## config.mk

```make
export PLATFORM = sky130hd
export DESIGN_NAME = radix_divider
export DESIGN_NICKNAME = d
export VERILOG_FILES = /design/src/rtl/divider_pkg.sv /design/src/rtl/radix_divider_step.sv /design/src/rtl/radix_divider.sv
export SDC_FILE = /design/constraint.sdc
export NUM_CORES = 1
export LEC_CHECK = 0
export ABC_AREA = 1
export BUFFER_PORTS_ARGS = -buffer_cell sky130_fd_sc_hd__buf_2
export CORE_MARGIN = 4
export CORE_UTILIZATION = 50
export CTS_CLUSTER_SIZE = 28
export DETAILED_ROUTE_END_ITERATION = 7
export GPL_TIMING_DRIVEN = 0
export PLACE_DENSITY_LB_ADDON = 0.12
export SLEW_MARGIN = 20
export SYNTH_ARGS = -nofsm -noshare
export SYNTH_HDL_FRONTEND = slang
export SYNTH_SLANG_ARGS = --single-unit
```

## constraint.sdc

```tcl
create_clock -name clk_in -period 5.92 [get_ports clk_in]
set_input_delay 0.296 -clock clk_in [delete_from_list [all_inputs] [get_ports clk_in]]
set_output_delay 0.296 -clock clk_in [all_outputs]
set_load 0.03 [all_outputs]
```

## src/rtl/divider_pkg.sv

```systemverilog
// Shared types and helpers for the radix divider: FSM state encoding and the
// sign-magnitude conversion used on operands and results.
package divider_pkg;

  // Widest operand the magnitude helper handles; the divider rejects wider WIDTH.
  localparam int MAX_W = 64;

  typedef enum logic [1:0] {
    IDLE,
    DIVIDE,
    FIXUP,
    DONE
  } state_t;

  // Two's-complement negate when neg is set; doubles as abs() for negative inputs.
  function automatic logic [MAX_W-1:0] cond_negate(input logic [MAX_W-1:0] v,
                                                   input logic             neg);
    return neg ? (~v + MAX_W'(1)) : v;
  endfunction

endpackage

```

## src/rtl/radix_divider_step.sv

```systemverilog
// One restoring-division step: shift the next dividend bit into the partial
// remainder, subtract the divisor when it fits, and emit the quotient bit.
module radix_divider_step #(
  parameter int WIDTH = 16
) (
  input  logic [WIDTH:0]   rem_in,
  input  logic             dividend_msb,
  input  logic [WIDTH-1:0] divisor,
  output logic [WIDTH:0]   rem_out,
  output logic             q_bit
);

  logic [WIDTH+1:0] shifted;
  logic [WIDTH+1:0] diff;

  assign shifted = {rem_in, dividend_msb};
  assign diff    = shifted - {2'b00, divisor};

  // A borrow out of the top bit means the divisor did not fit; restore.
  assign q_bit   = ~diff[WIDTH+1];
  assign rem_out = q_bit ? diff[WIDTH:0] : shifted[WIDTH:0];

endmodule

```

## src/rtl/radix_divider.sv

```systemverilog
// Iterative signed/unsigned integer divider retiring BITS_PER_CYCLE quotient bits
// per clock, with divide-by-zero / overflow flags and valid/ready on both sides.
module radix_divider
  import divider_pkg::*;
#(
  parameter int WIDTH          = 16,
  parameter int BITS_PER_CYCLE = 1
) (
  input  logic             clk_in,
  input  logic             rst_n_in,
  input  logic             data_valid_in,
  output logic             data_ready_out,
  input  logic             signed_in,
  input  logic [WIDTH-1:0] dividend_in,
  input  logic [WIDTH-1:0] divisor_in,
  input  logic             abort_in,
  output logic [WIDTH-1:0] quotient_out,
  output logic [WIDTH-1:0] remainder_out,
  output logic             div_by_zero_out,
  output logic             overflow_out,
  output logic             data_valid_out,
  input  logic             result_ready_in,
  output logic             busy_out
);

  localparam int N  = WIDTH / BITS_PER_CYCLE;
  localparam int CW = $clog2(N + 1);
  localparam logic signed [WIDTH-1:0] MIN_S = {1'b1, {(WIDTH-1){1'b0}}};

  if (WIDTH < 2 || WIDTH > MAX_W) begin : g_bad_width
    $error("radix_divider: WIDTH must lie in 2..%0d", MAX_W);
  end
  if (BITS_PER_CYCLE < 1 || (WIDTH % BITS_PER_CYCLE) != 0) begin : g_bad_bpc
    $error("radix_divider: WIDTH must be a multiple of BITS_PER_CYCLE");
  end

  // Sign applied to a magnitude, truncated back to the operand width.
  function automatic logic [WIDTH-1:0] apply_sign(input logic [WIDTH-1:0] mag,
                                                  input logic             neg);
    return WIDTH'(cond_negate(MAX_W'(mag), neg));
  endfunction

  state_t                  state, state_nxt;
  logic [CW-1:0]           cnt;
  logic                    accept, handshake, load_out;

  logic signed [WIDTH-1:0] dvd_s, dvs_s;
  logic [WIDTH:0]          rem_q;
  logic [WIDTH-1:0]        dvd_q, dvs_q, raw_dvd_q, dvd_next;
  logic                    dvd_neg_q, dvs_neg_q, zero_q, ovf_q;

  logic [BITS_PER_CYCLE:0][WIDTH:0] rem_chain;
  logic [BITS_PER_CYCLE-1:0]        q_chain;

  logic [WIDTH-1:0]        q_fix, r_fix;
  logic                    dbz_fix, ovf_fix;

  assign data_ready_out = (state == IDLE);
  assign busy_out       = (state != IDLE);
  assign accept         = data_valid_in && data_ready_out;
  assign handshake      = data_valid_out && result_ready_in;
  assign dvd_s          = dividend_in;
  assign dvs_s          = divisor_in;

  always_ff @(posedge clk_in or negedge rst_n_in) begin
    if (!rst_n_in) state <= IDLE;
    else           state <= state_nxt;
  end

  always_comb begin
    state_nxt = state;
    load_out  = 1'b0;
    case (state)
      IDLE:    if (accept) state_nxt = DIVIDE;
      DIVIDE:  if (abort_in) state_nxt = IDLE;
               else if (cnt == '0) state_nxt = FIXUP;
      FIXUP:   if (abort_in) state_nxt = IDLE;
               else begin
                 load_out  = 1'b1;
                 state_nxt = DONE;
               end
      DONE:    if (abort_in || handshake) state_nxt = IDLE;
      default: state_nxt = IDLE;
    endcase
  end

  always_ff @(posedge clk_in or negedge rst_n_in) begin
    if (!rst_n_in)                        cnt <= '0;
    else if (accept)                      cnt <= CW'(N - 1);
    else if (state == DIVIDE && cnt != '0) cnt <= cnt - CW'(1);
  end

  // ---- operand capture / iteration: datapath registers carry no reset ----
  for (genvar i = 0; i < BITS_PER_CYCLE; i++) begin : g_step
    radix_divider_step #(.WIDTH(WIDTH)) u_step (
      .rem_in       (rem_chain[i]),
      .dividend_msb (dvd_q[WIDTH-1-i]),
      .divisor      (dvs_q),
      .rem_out      (rem_chain[i+1]),
      .q_bit        (q_chain[BITS_PER_CYCLE-1-i])
    );
  end

  assign rem_chain[0] = rem_q;

  // Consumed dividend bits leave at the top while quotient bits enter at the bottom.
  if (BITS_PER_CYCLE == WIDTH) begin : g_full
    assign dvd_next = q_chain;
  end else begin : g_shift
    assign dvd_next = {dvd_q[WIDTH-BITS_PER_CYCLE-1:0], q_chain};
  end

  always_ff @(posedge clk_in) begin
    if (accept) begin
      dvd_neg_q <= signed_in & dividend_in[WIDTH-1];
      dvs_neg_q <= signed_in & divisor_in[WIDTH-1];
      dvd_q     <= apply_sign(dividend_in, signed_in & dividend_in[WIDTH-1]);
      dvs_q     <= apply_sign(divisor_in, signed_in & divisor_in[WIDTH-1]);
      raw_dvd_q <= dividend_in;
      zero_q    <= (divisor_in == '0);
      ovf_q     <= signed_in && (dvd_s == MIN_S) && (dvs_s == '1);
      rem_q     <= '0;
    end else if (state == DIVIDE) begin
      rem_q     <= rem_chain[BITS_PER_CYCLE];
      dvd_q     <= dvd_next;
    end
  end

  // ---- fixup: special cases first, then restore signs on the magnitudes ----
  always_comb begin
    q_fix   = dvd_q;
    r_fix   = rem_q[WIDTH-1:0];
    dbz_fix = 1'b0;
    ovf_fix = 1'b0;
    if (zero_q) begin
      q_fix   = '1;
      r_fix   = raw_dvd_q;
      dbz_fix = 1'b1;
    end else if (ovf_q) begin
      q_fix   = MIN_S;
      r_fix   = '0;
      ovf_fix = 1'b1;
    end else begin
      q_fix   = apply_sign(dvd_q, dvd_neg_q ^ dvs_neg_q);
      r_fix   = apply_sign(rem_q[WIDTH-1:0], dvd_neg_q);
    end
  end

  // ---- result registers: valid asserts the cycle after results land ----
  always_ff @(posedge clk_in or negedge rst_n_in) begin
    if (!rst_n_in) begin
      quotient_out    <= '0;
      remainder_out   <= '0;
      div_by_zero_out <= 1'b0;
      overflow_out    <= 1'b0;
      data_valid_out  <= 1'b0;
    end else begin
      data_valid_out <= (state == DONE) && !abort_in && !handshake;
      if (accept) begin
        div_by_zero_out <= 1'b0;
        overflow_out    <= 1'b0;
      end else if (load_out) begin
        quotient_out    <= q_fix;
        remainder_out   <= r_fix;
        div_by_zero_out <= dbz_fix;
        overflow_out    <= ovf_fix;
      end
    end
  end

endmodule

```

# Word level (Yosys, flattened, before mapping)
# Index checks and enable logic that the tools add are counted.
# Widths: inputs -> output; s select.
[word_totals]
regBits = 111
input_bits = 38
output_inout_bits = 37
wordCells = 86
[op_classes]
addsub = 6
eq_ne = 8
n_mux = 28
n_bitwise = 9
reduce_logical = 20
[ops]
columns = ["cell", "n"]
rows = [
  ["$mux 16", 10],
  ["$add 16x1->16 const B", 4],
  ["$not 16->16", 4],
  ["$eq 16x16->1 const B", 2],
  ["$sub 18x16->18", 1],
  ["$mux 17", 1],
  ["$logic_not 16->1", 1],
  ["$mux 2", 5],
  ["$mux 5", 2],
  ["$mux 1", 9],
  ["$pmux 2 s4", 1],
  ["$reduce_bool 2->1", 4],
  ["$logic_and 1x1->1", 7],
  ["$logic_not 5->1", 1],
  ["$reduce_bool 5->1", 1],
  ["$sub 5x1->5 const B", 1],
  ["$eq 2x2->1 const B", 2],
  ["$ne 3x3->1 const B", 1],
  ["$reduce_and 3->1", 1],
  ["$and 1x1->1", 2],
  ["$eq 2x1->1 const B", 1],
  ["$logic_not 1->1", 2],
  ["$logic_not 2->1", 1],
  ["$ne 2x1->1 const B", 1],
  ["other kinds (5)", 6],
]

# Depth between registers and ports, before layout
# Gate-level depths: netlist of run 1.
[depth]
ltp_word = 5
ltp_mapped = 16
mapped_depth_nobuf = 16

# Cells and area by module
# From an unflattened synthesis of run 1, not the netlist that was laid out.
[unflattened]
cells_unflattened = 997
area_unflattened_um2 = 7531.0
[by_module_without_submodules]
columns = ["module", "n_inst", "cells_each", "area_per_inst_um2", "seq_area_each_um2"]
rows = [
  ["radix_divider", 1, 696, 5870.6, 2952.8],
  ["radix_divider_step", 1, 301, 1660.3, 0.0],
]

# Worst setup path after synthesis of run 1
# No wires, ideal clock.
[synth_path]
path_type = "register to register"
startpoint = "register state[1]"
endpoint = "register dvd_q[1] (data pin)"
setup_ps = 267
arrival_time_ps = 2300
required_time_ps = 5653
setup_slack_ps = 3354
stages_incl_launch_ff = 8
n_path_buf = 1
period_less_slack_ps = 2566
path_cell_list = "dfrtp_1 nor2_1 inv_1 nor2_2 buf_2 o21ai_0 a21oi_1 a21oi_1"
[synth_between]
elab_chain_cells = 3
[synth_lines]
columns = ["item", "line_no", "source"]
rows = [
  ["start, declared", "radix_divider.sv:43", "state_t state, state_nxt;"],
  ["start signal, assigned", "radix_divider.sv:67", "else state <= state_nxt;"],
  ["$logic_not 2->1", "radix_divider.sv:58", "assign data_ready_out = (state == IDLE);"],
  ["net data_ready_out", "radix_divider.sv:12", "output logic data_ready_out,"],
  ["$logic_and 1x1->1", "radix_divider.sv:60", "assign accept = data_valid_in && data_ready_out;"],
  ["net accept", "radix_divider.sv:45", "logic accept, handshake, load_out;"],
  ["$mux 16", "radix_divider.sv:114", "if (accept) begin"],
  ["end signal, assigned", "radix_divider.sv:117", "dvd_q <= apply_sign(dividend_in, signed_in & dividend_in[WIDTH-1]);"],
  ["end signal, assigned", "radix_divider.sv:125", "dvd_q <= dvd_next;"],
  ["end, declared", "radix_divider.sv:49", "logic [WIDTH-1:0] dvd_q, dvs_q, raw_dvd_q, dvd_next;"],
]
# The timed path passes the listed nets, and every way through them passes these cells.
# A chain may end at the register's enable or synchronous reset.

# Worst setup path in the final report of run 1
[layout_path]
startpoint = "register state[0]"
endpoint = "register dvd_q[12] (enable)"
[layout_between]
elab_chain_cells = 3
word_cells_on_any_way = 4
cone_classes = "1 x eq/ne; 3 x reduce/logical"
[layout_lines]
columns = ["item", "line_no"]
rows = [
  ["$logic_not 2->1", "radix_divider.sv:58"],
  ["$logic_and 1x1->1", "radix_divider.sv:60"],
  ["$reduce_bool 2->1 (no line) *", "n/a"],
]
# Every way passes the cells marked *; elsewhere a longest branch is shown, timed or not.

==> flow_summary.ini, run 1 <==
[clock_network]
cts_num_sinks = 111
cts_tree = done
hold_buffers = 0
post_cts_buffers = 0
cts_buffers = 9
path_clk_slew_ns = 0.07
htree_levels = 3
cts-root-buf = clkbuf_16
clock_path_buffers = 2
clkLatencyLatePin_ns = 0.36
cts.repair.resized = 0

[yosys]
yosysSeqAreaShare = 0.427
synth_nets = 977
synth-async-reset-ratio = 0.378
netlist.area_leader.share = 0.226
yosysTopAreaCell = edfxtp_1
synth.area.top_cells = edfxtp_1 23%, dfrtp_1 15%, nand2_1 15%
synth-edff-count = 52
syn_avg_cell_area_um2 = 7.56
synth_area_um2 = 6910
ys_types = 42
ys.flop_type = edfxtp_1
synth_cells = 915
synth_seq_cells = 111
ys.warnings.count = 0

[pwr]
pwr_density_cell_nw_per_um2 = 557
ir_drop_v = 0.000249
cellLeakagePower_nw = 3.97
fin_total_pwr_mw = 4.36

[timing]
hold_viol = 0
setup_violations = 0
hold_slack_ns = 0.134
fin_crit_ns = 2.53
fin_skew_ns = 0.0108
fin_crit_sh = 0.427
setup_tns_ns = 0
max_freq_mhz = 396
slew_headroom = 0.367
drv_slew = 0
tightest_slew_ns = 0.950
rsz0062_at_grt = false

[place]
port-buffer-count = 74
hpwl_um = 13900
gp_congestion = 0.891

[flow_run]
cap_violations = 0

[floorplan]
initial_utilization = 0.516
die_h_um = 126
core-area_um2 = 13400
die_area_um2 = 15800
die_w_um = 126
io_pins = 75
row_count = 42

[drt]
drcViolationCount = 0
wl_met2_um = 7550
top_layer = met4
wl_per_cell_um = 14.9
routed_wl_um = 17600
final_antenna_net_count = 0
wl_met1_um = 8910
routed_via_density = 5.15
vias = 6096
dr.pass1.iters = 5
wl_met3_um = 946
drt-initial-drc-count = 438

[critical_path]
required_ns = 5.91
cp-startpoint = state[0]
r2r_slack_ns = 3.39
worstSetupPathType = register to register
cp.arrival_ns = 2.52
timing.critical_path.to_type = register
r2r-start = state[0]
startpoint_type = register
cp_max_fo = 16

[global_routing]
grt_overflow = 0
grt_pass1_vias = 5703
grt_first_pass_wirelength_um = 28600
grt_usage = 0.224
grt_max_degree = 46
antenna_found_initial = 0

[hold_path]
holdCritStartpoint = dividend_in[1]
min_path_type = input pin to register

[final_layout]
drive_gt1_frac = 0.115
nNetsFinal = 1064
num_antenna_cells = 0
syn2layout_area_growth_pct = 13.1

[run_status]
status = completed
## flip-flops by register name, indices dropped and copies added, names as in the netlist
register         flops
raw_dvd_q           16
remainder_out       16
rem_q               17
cnt                  5
overflow_out         1
state                2
dvs_q               16
zero_q               1
quotient_out        16
dvd_neg_q            1
dvd_q               16
ovf_q                1
data_valid_out       1
div_by_zero_out      1
dvs_neg_q            1
## critical path, cell delays in order, from the launching register on
cell	delay [ns]
dfrtp_1	0.39
inv_1	0.07
nor2_1	0.05
buf_2	0.20
nor2_1	0.57
clkbuf_1	0.43
inv_1	0.44
## metal layers
| layer | global-route usage | vias up |
|---|---|---|
| li1 | - | 3141 |
| met1 | 0.347 | 2794 |
| met2 | 0.331 | 146 |
| met3 | 0.0358 | 15 |
| met4 | 0.0440 | 0 |
| met5 | 0 | - |
## where the power goes
part	total [mW]	switching, mW	leakage [nW]	internal [mW]
sequential	1.42	0.238	1.16	1.18
clock	0.593	0.282	0.141	0.311
combinational	2.35	1.57	2.67	0.780
total	4.36	2.09	3.97	2.27
## kinds of logic (layout without fill, tap and decap cells)
kind of cell | after synthesis | after routing | share of synthesized area
simple gates | 486 | 486 | 0.303
buf+inv | 151 | 243 | 0.0856
flops | 111 | 111 | 0.427
compound gates | 96 | 96 | 0.0802
xor+xnor | 47 | 47 | 0.0595
fa+ha+maj | 24 | 24 | 0.0445
## worst paths after layout
| path | to | depth (start not counted) |
|---|---|---|
| min in group asynchronous | remainder_out[0] | 2 |
| worst min register to register | remainder_out[11] | 2 |
| worst max register to register | dvd_q[12] | 6 |
| max in group asynchronous | quotient_out[2] | 3 |
| worst min-delay path | raw_dvd_q[1] | 1 |
| worst max-delay path | dvd_q[12] | 6 |
## final cells by class
cell class | count | area (um^2)
repair buffers | 76 | 400
inverters | 133 | 499
plain buffers | 18 | 92.6
flip-flops and latches | 111 | 2950
well taps | 176 | 220
clock inverters | 5 | 31.3
fillers | 1290 | 5580
multi-input cells | 653 | 3370
clock buffers | 11 | 254
## cell usage after synthesis (6+ instances only)
| cell | instances |
|---|---|
| nand2_1 | 271 |
| inv_1 | 131 |
| nand3_1 | 98 |
| nor2_1 | 65 |
| edfxtp_1 | 52 |
| dfrtp_1 | 42 |
| xor2_1 | 41 |
| o21ai_0 | 40 |
| a21oi_1 | 27 |
| ha_1 | 23 |
| dfxtp_1 | 17 |
| nand4_1 | 16 |
| o211ai_1 | 13 |
| clkbuf_1 | 9 |
| or2_2 | 7 |
| xnor2_1 | 6 |
## stage by stage
stage,utilization,std cells,worst slack [ns],instance area [um^2]
CTS,0.581,1181,3.36,7790
detailed placement,0.560,1165,3.37,7500
floorplan,-,915,3.35,6910
global placement,0.560,1165,3.35,7500
finish,0.584,1183,3.39,7820
global route,0.584,1183,3.08,7820
## cell usage in the layout (no fill, tap or decap), types with 27 or more instances in the layout
cell type / Yosys / final
o21ai_0: 40 / 40
edfxtp_1: 52 / 52
inv_1: 131 / 131
a21oi_1: 27 / 27
xor2_1: 41 / 41
nor2_1: 65 / 65
nand3_1: 98 / 98
buf_2: 5 / 79
nand2_1: 271 / 271
dfrtp_1: 42 / 42
No activity file was read; power rests on OpenSTA's default activity.
==> run 2, diff against run 1 <==
Settings changed: ABC_AREA 1 to 0.
Clock period 5.92 ns to 2.4 ns, I/O delays scaled along.
==> flow_summary.ini, run 2 <==
[critical_path]
startpoint_type = register
worstSetupPathType = register to register
cp-startpoint = rem_q[3]
worstReg2RegEnd = rem_q[16]
timing.critical_path.to_type = register
r2r-start = rem_q[3]
cp.arrival_ns = 2.57
cp_max_fo = 6
r2r_cells = 8
crit_end = rem_q[16]
r2r_slack_ns = 0.05
required_ns = 2.62

[timing]
slew_headroom = 0.405
drv_slew = 0
fin_skew_ns = 0.00766
tightest_slew_ns = 0.892
fin_ws_ns = 0.0523
rsz0062_at_grt = true
fin_crit_ns = 2.35
setup_violations = 0
hold_slack_ns = 0.0102
setup_tns_ns = 0
max_freq_mhz = 426
hold_viol = 0
fin_crit_sh = 0.978

[pwr]
pwr_density_cell_nw_per_um2 = 1340
cellLeakagePower_nw = 3.25
ir_drop_v = 0.000524
fin_total_pwr_mw = 10.5

[run_status]
status = completed

[final_layout]
syn2layout_area_growth_pct = 21.0
drive_gt1_frac = 0.196
largest_reg_flops = 17
nNetsFinal = 874
regMostFlops = rem_q
final_cell_mix = 94 x nand2_1, 74 x buf_2, 60 x o21ai_0
layout_commonest_cell = nand2_1
num_antenna_cells = 0

[global_routing]
grt_pass1_vias = 5294
grt_usage = 0.232
antenna_found_initial = 0
grt_first_pass_wirelength_um = 26900
grt_overflow = 0
grt_max_degree = 46

[drt]
drt-initial-drc-count = 503
routed_wl_um = 17200
vias = 5652
routed_via_density = 5.71
drcViolationCount = 0
wl_per_cell_um = 17.4
dr.pass1.iters = 5
final_antenna_net_count = 0

[yosys]
synth-edff-count = 52
ys.flop_type = edfxtp_1
synth.most_common_cell = nand2_1
netlist.area_leader.share = 0.240
synth_area_um2 = 6510
synth_top_cells_by_count = 95 x nand2_1, 65 x o21ai_0, 56 x nor2_1
synth-async-reset-ratio = 0.378
synth_cells = 707
yosysTopAreaCell = edfxtp_1
synth_seq_cells = 111
ys_types = 61
synth_nets = 769
ys.warnings.count = 0
syn_avg_cell_area_um2 = 9.21
yosysSeqAreaShare = 0.453
synth.area.top_cells = edfxtp_1 24%, dfrtp_1 16%, xnor2_1 5.5%

[clock_network]
clock_path_buffers = 2
htree_levels = 3
clkLatencyLatePin_ns = 0.36
cts_buffers = 9
cts_tree = done
path_clk_slew_ns = 0.07
cts-root-buf = clkbuf_16
cts_num_sinks = 111

[floorplan]
die_area_um2 = 14900
initial_utilization = 0.514
die_w_um = 122
die_h_um = 122
io_pins = 75
core-area_um2 = 12700
row_count = 41

[hold_path]
min_path_type = input pin to register
holdCritStartpoint = dividend_in[6]

[place]
place_ws_ns = -0.797
hpwl_um = 12900
port-buffer-count = 74
gp_congestion = 0.881

[flow_run]
cap_violations = 0
run 2: changes by cell type after synthesis, sizes merged, moves of 12 or more:
cell	delta
o21ai	+28
nand2	-181
clkbuf	+15
xnor2	+37
o211ai	-12
xor2	-13
nand3	-61
a21oi	+14
inv	-92
run 2: power breakdown:
group / total, mW / switching [mW] / internal, mW / leakage (nW)
logic: 5.53 / 3.36 / 2.17 / 1.96
registers: 3.50 / 0.661 / 2.84 / 1.15
clock network: 1.50 / 0.689 / 0.809 / 0.142
run 2: how the worst min path moves through the flow:
stage / endpoint / slack (ns) / cells past startpoint
after global routing: raw_dvd_q[6] / 0.007 / 1
after floorplan: cnt[0] / -0.18 / 0
final: raw_dvd_q[6] / 0.01 / 1
after global placement: remainder_out[5] / 0.29 / 1
after CTS: raw_dvd_q[5] / 0.005 / 1
after detailed placement: remainder_out[7] / 0.30 / 1
run 2: cell type report:
| class | instances | area (um^2) |
|---|---|---|
| buffer | 28 | 121 |
| clock buffer | 9 | 225 |
| clock inverter | 7 | 71.3 |
| fill | 1096 | 4790 |
| inverter | 41 | 170 |
| multi-input combinational | 527 | 3560 |
| sequential | 111 | 2960 |
| tap | 172 | 215 |
| timing repair buffer | 94 | 558 |
run 2: metal layers:
metal / part of all wire / global-route usage
met2: 0.46 / 0.360
met5: 0 / 0
met4: 0.010 / 0.0553
met3: 0.066 / 0.0376
met1: 0.47 / 0.341
run 2: critical path: stages (launching register included):
cell and delay, ns:
dfxtp_2 0.36, ha_2 0.44, a21o_1 0.20, a31oi_4 0.05, a21o_4 0.25, a31oi_4 0.35
mux2_4 0.34, mux2i_1 0.12, o22ai_1 0.09
run 2: cell families after synthesis:
family          count (synthesis)  share of synthesized area
compound gates                170                      0.168
xor+xnor                       71                      0.101
fa+ha+maj                      24                     0.0473
buf+inv                        69                     0.0415
flops                         111                      0.453
mux                             4                    0.00653
simple gates                  258                      0.182
run 2: repair_timing:
| item | CTS | global route |
|---|---|---|
| resized for setup | 30 | 35 |
| pin swaps | 8 | 14 |
| buffers inserted | 9 | 2 |
| setup endpoints to repair | 34 | 36 |
| hold endpoints to repair | 49 | 1 |
| hold buffers | 8 | 1 |
run 2: through the flow:
| stage | cells | utilization | area [um^2] |
|---|---|---|---|
| final | 989 | 0.622 | 7880 |
| after global routing | 989 | 0.622 | 7880 |
| after CTS | 986 | 0.606 | 7680 |
| after detailed placement | 953 | 0.561 | 7110 |
| after global placement | 953 | 0.561 | 7110 |
| after floorplan | 707 | - | 6520 |
==> run 3, diff against run 2 <==
Clock period 2.4 ns to 2.89 ns, I/O delays scaled along.
==> flow_summary.ini, run 3 (same netlist as run 2, synthesis figures left out) <==
[pwr]
ir_drop_v = 0.000391
pwr_density_cell_nw_per_um2 = 1090
cellLeakagePower_nw = 3.13
fin_total_pwr_mw = 8.09

[timing]
drv_slew = 0
tightest_slew_ns = 0.904
fin_crit_sh = 0.926
rsz0062_at_grt = false
fin_crit_ns = 2.68
setup_violations = 0
slew_headroom = 0.397
setup_tns_ns = 0
fin_skew_ns = 0.0131
hold_viol = 0
max_freq_mhz = 374

[critical_path]
cp.arrival_ns = 2.77
cp_max_fo = 10
timing.critical_path.to_type = register
r2r_cells = 8
startpoint_type = register
required_ns = 2.99
worstSetupPathType = register to register

[final_layout]
layout_commonest_cell = nand2_1
largest_reg_flops = 17
final.fill_count = 1131
regMostFlops = rem_q
drive_gt1_frac = 0.135
nNetsFinal = 857
final_cell_mix = 94 x nand2_1, 74 x buf_2, 65 x o21ai_0
multiInputGateArea_um2 = 3290
num_antenna_cells = 0
postLayoutCoreUtil = 0.585
register_area_um2 = 2950
syn2layout_area_growth_pct = 13.9

[drt]
dr.pass1.iters = 5
vias = 5612
drt-initial-drc-count = 483
wl_per_cell_um = 17.1
drcViolationCount = 0
routed_via_density = 5.78
routed_wl_um = 16600
final_antenna_net_count = 0

[flow_run]
cap_violations = 0

[clock_network]
cts_num_sinks = 111
clkLatencyLatePin_ns = 0.35
path_clk_slew_ns = 0.07
clock_path_buffers = 2
cts_buffers = 9
htree_levels = 3
cts-root-buf = clkbuf_16
cts_tree = done

[global_routing]
grt_overflow = 0
grt_first_pass_wirelength_um = 26600
grt_usage = 0.228
antenna_found_initial = 0
grt_max_degree = 46
grt_pass1_vias = 5215

[hold_path]
min_path_type = input pin to register
holdPathStages = 2

[floorplan]
row_count = 41
die_w_um = 122
die_h_um = 122
io_pins = 75
initial_utilization = 0.514
core-area_um2 = 12700
die_area_um2 = 14900

[run_status]
status = completed

[place]
gp_congestion = 0.895
hpwl_um = 12800
port-buffer-count = 74
## run 3: final cells by class
class / instances / area share
Buffer: 28 / 0.0157
Clock buffer: 9 / 0.0304
Clock inverter: 6 / 0.00591
Inverter: 41 / 0.0229
Multi-Input combinational cell: 527 / 0.444
Sequential cell: 111 / 0.398
Tap cell: 172 / 0.0290
Timing Repair Buffer: 77 / 0.0537
## run 3: final timing paths
kind | slack (ns) | startpoint | to
setup / recovery | 0.21 | rem_q[5] | dvd_q[0]
hold / removal | 0.01 | abort_in | state[1]
setup reg to reg | 0.21 | rem_q[5] | dvd_q[0]
hold reg to reg | 0.47 | quotient_out[11] | quotient_out[11]
max in group asynchronous | 1.86 | rst_n_in | cnt[2]
min in group asynchronous | 0.47 | rst_n_in | data_valid_out
## run 3: what timing repair did
action / 4_1_cts / 5_1_grt
setup buffers: 0 / 1
setup endpoints to repair: 25 / 16
gates cloned: 0 / 0
resized for setup: 4 / 1
hold buffers: 2 / 0
endpoints found under the hold margin: 43 / 0
## run 3: stage by stage
stage               hold WS, ns  cell area [um^2]  setup WS (ns)  instances
CTS                     0.00291              7400          0.147        970
global route             0.0110              7420         0.0907        971
floorplan                -0.151              6510          0.116        707
finish                   0.0138              7420          0.214        971
global placement          0.316              7100         -0.603        953
detailed placement        0.330              7100         -0.671        953
## run 3: worst max-delay path, cell delays in order (launching register included)
cell      delay [ns]
dfxtp_1         0.48
ha_1            0.34
a21oi_1         0.26
o211ai_1        0.16
a41oi_2         0.36
a31oi_4         0.22
xnor2_4         0.33
buf_6           0.20
o21ai_1         0.07
## run 3: per-layer routing
| metal | GRT usage | vias up | share of wire |
|---|---|---|---|
| li1 | - | 2692 | - |
| met1 | 0.341 | 2664 | 0.46 |
| met2 | 0.347 | 232 | 0.45 |
| met3 | 0.0376 | 24 | 0.077 |
| met4 | 0.0539 | 0 | 0.012 |
| met5 | 0 | - | 0 |
## run 3: report_power, final
| part | total (mW) | switching (mW) | internal (mW) |
|---|---|---|---|
| combinational | 4.06 | 2.60 | 1.46 |
| sequential | 2.87 | 0.521 | 2.35 |
| clock | 1.16 | 0.578 | 0.587 |
| total | 8.09 | 3.70 | 4.39 |
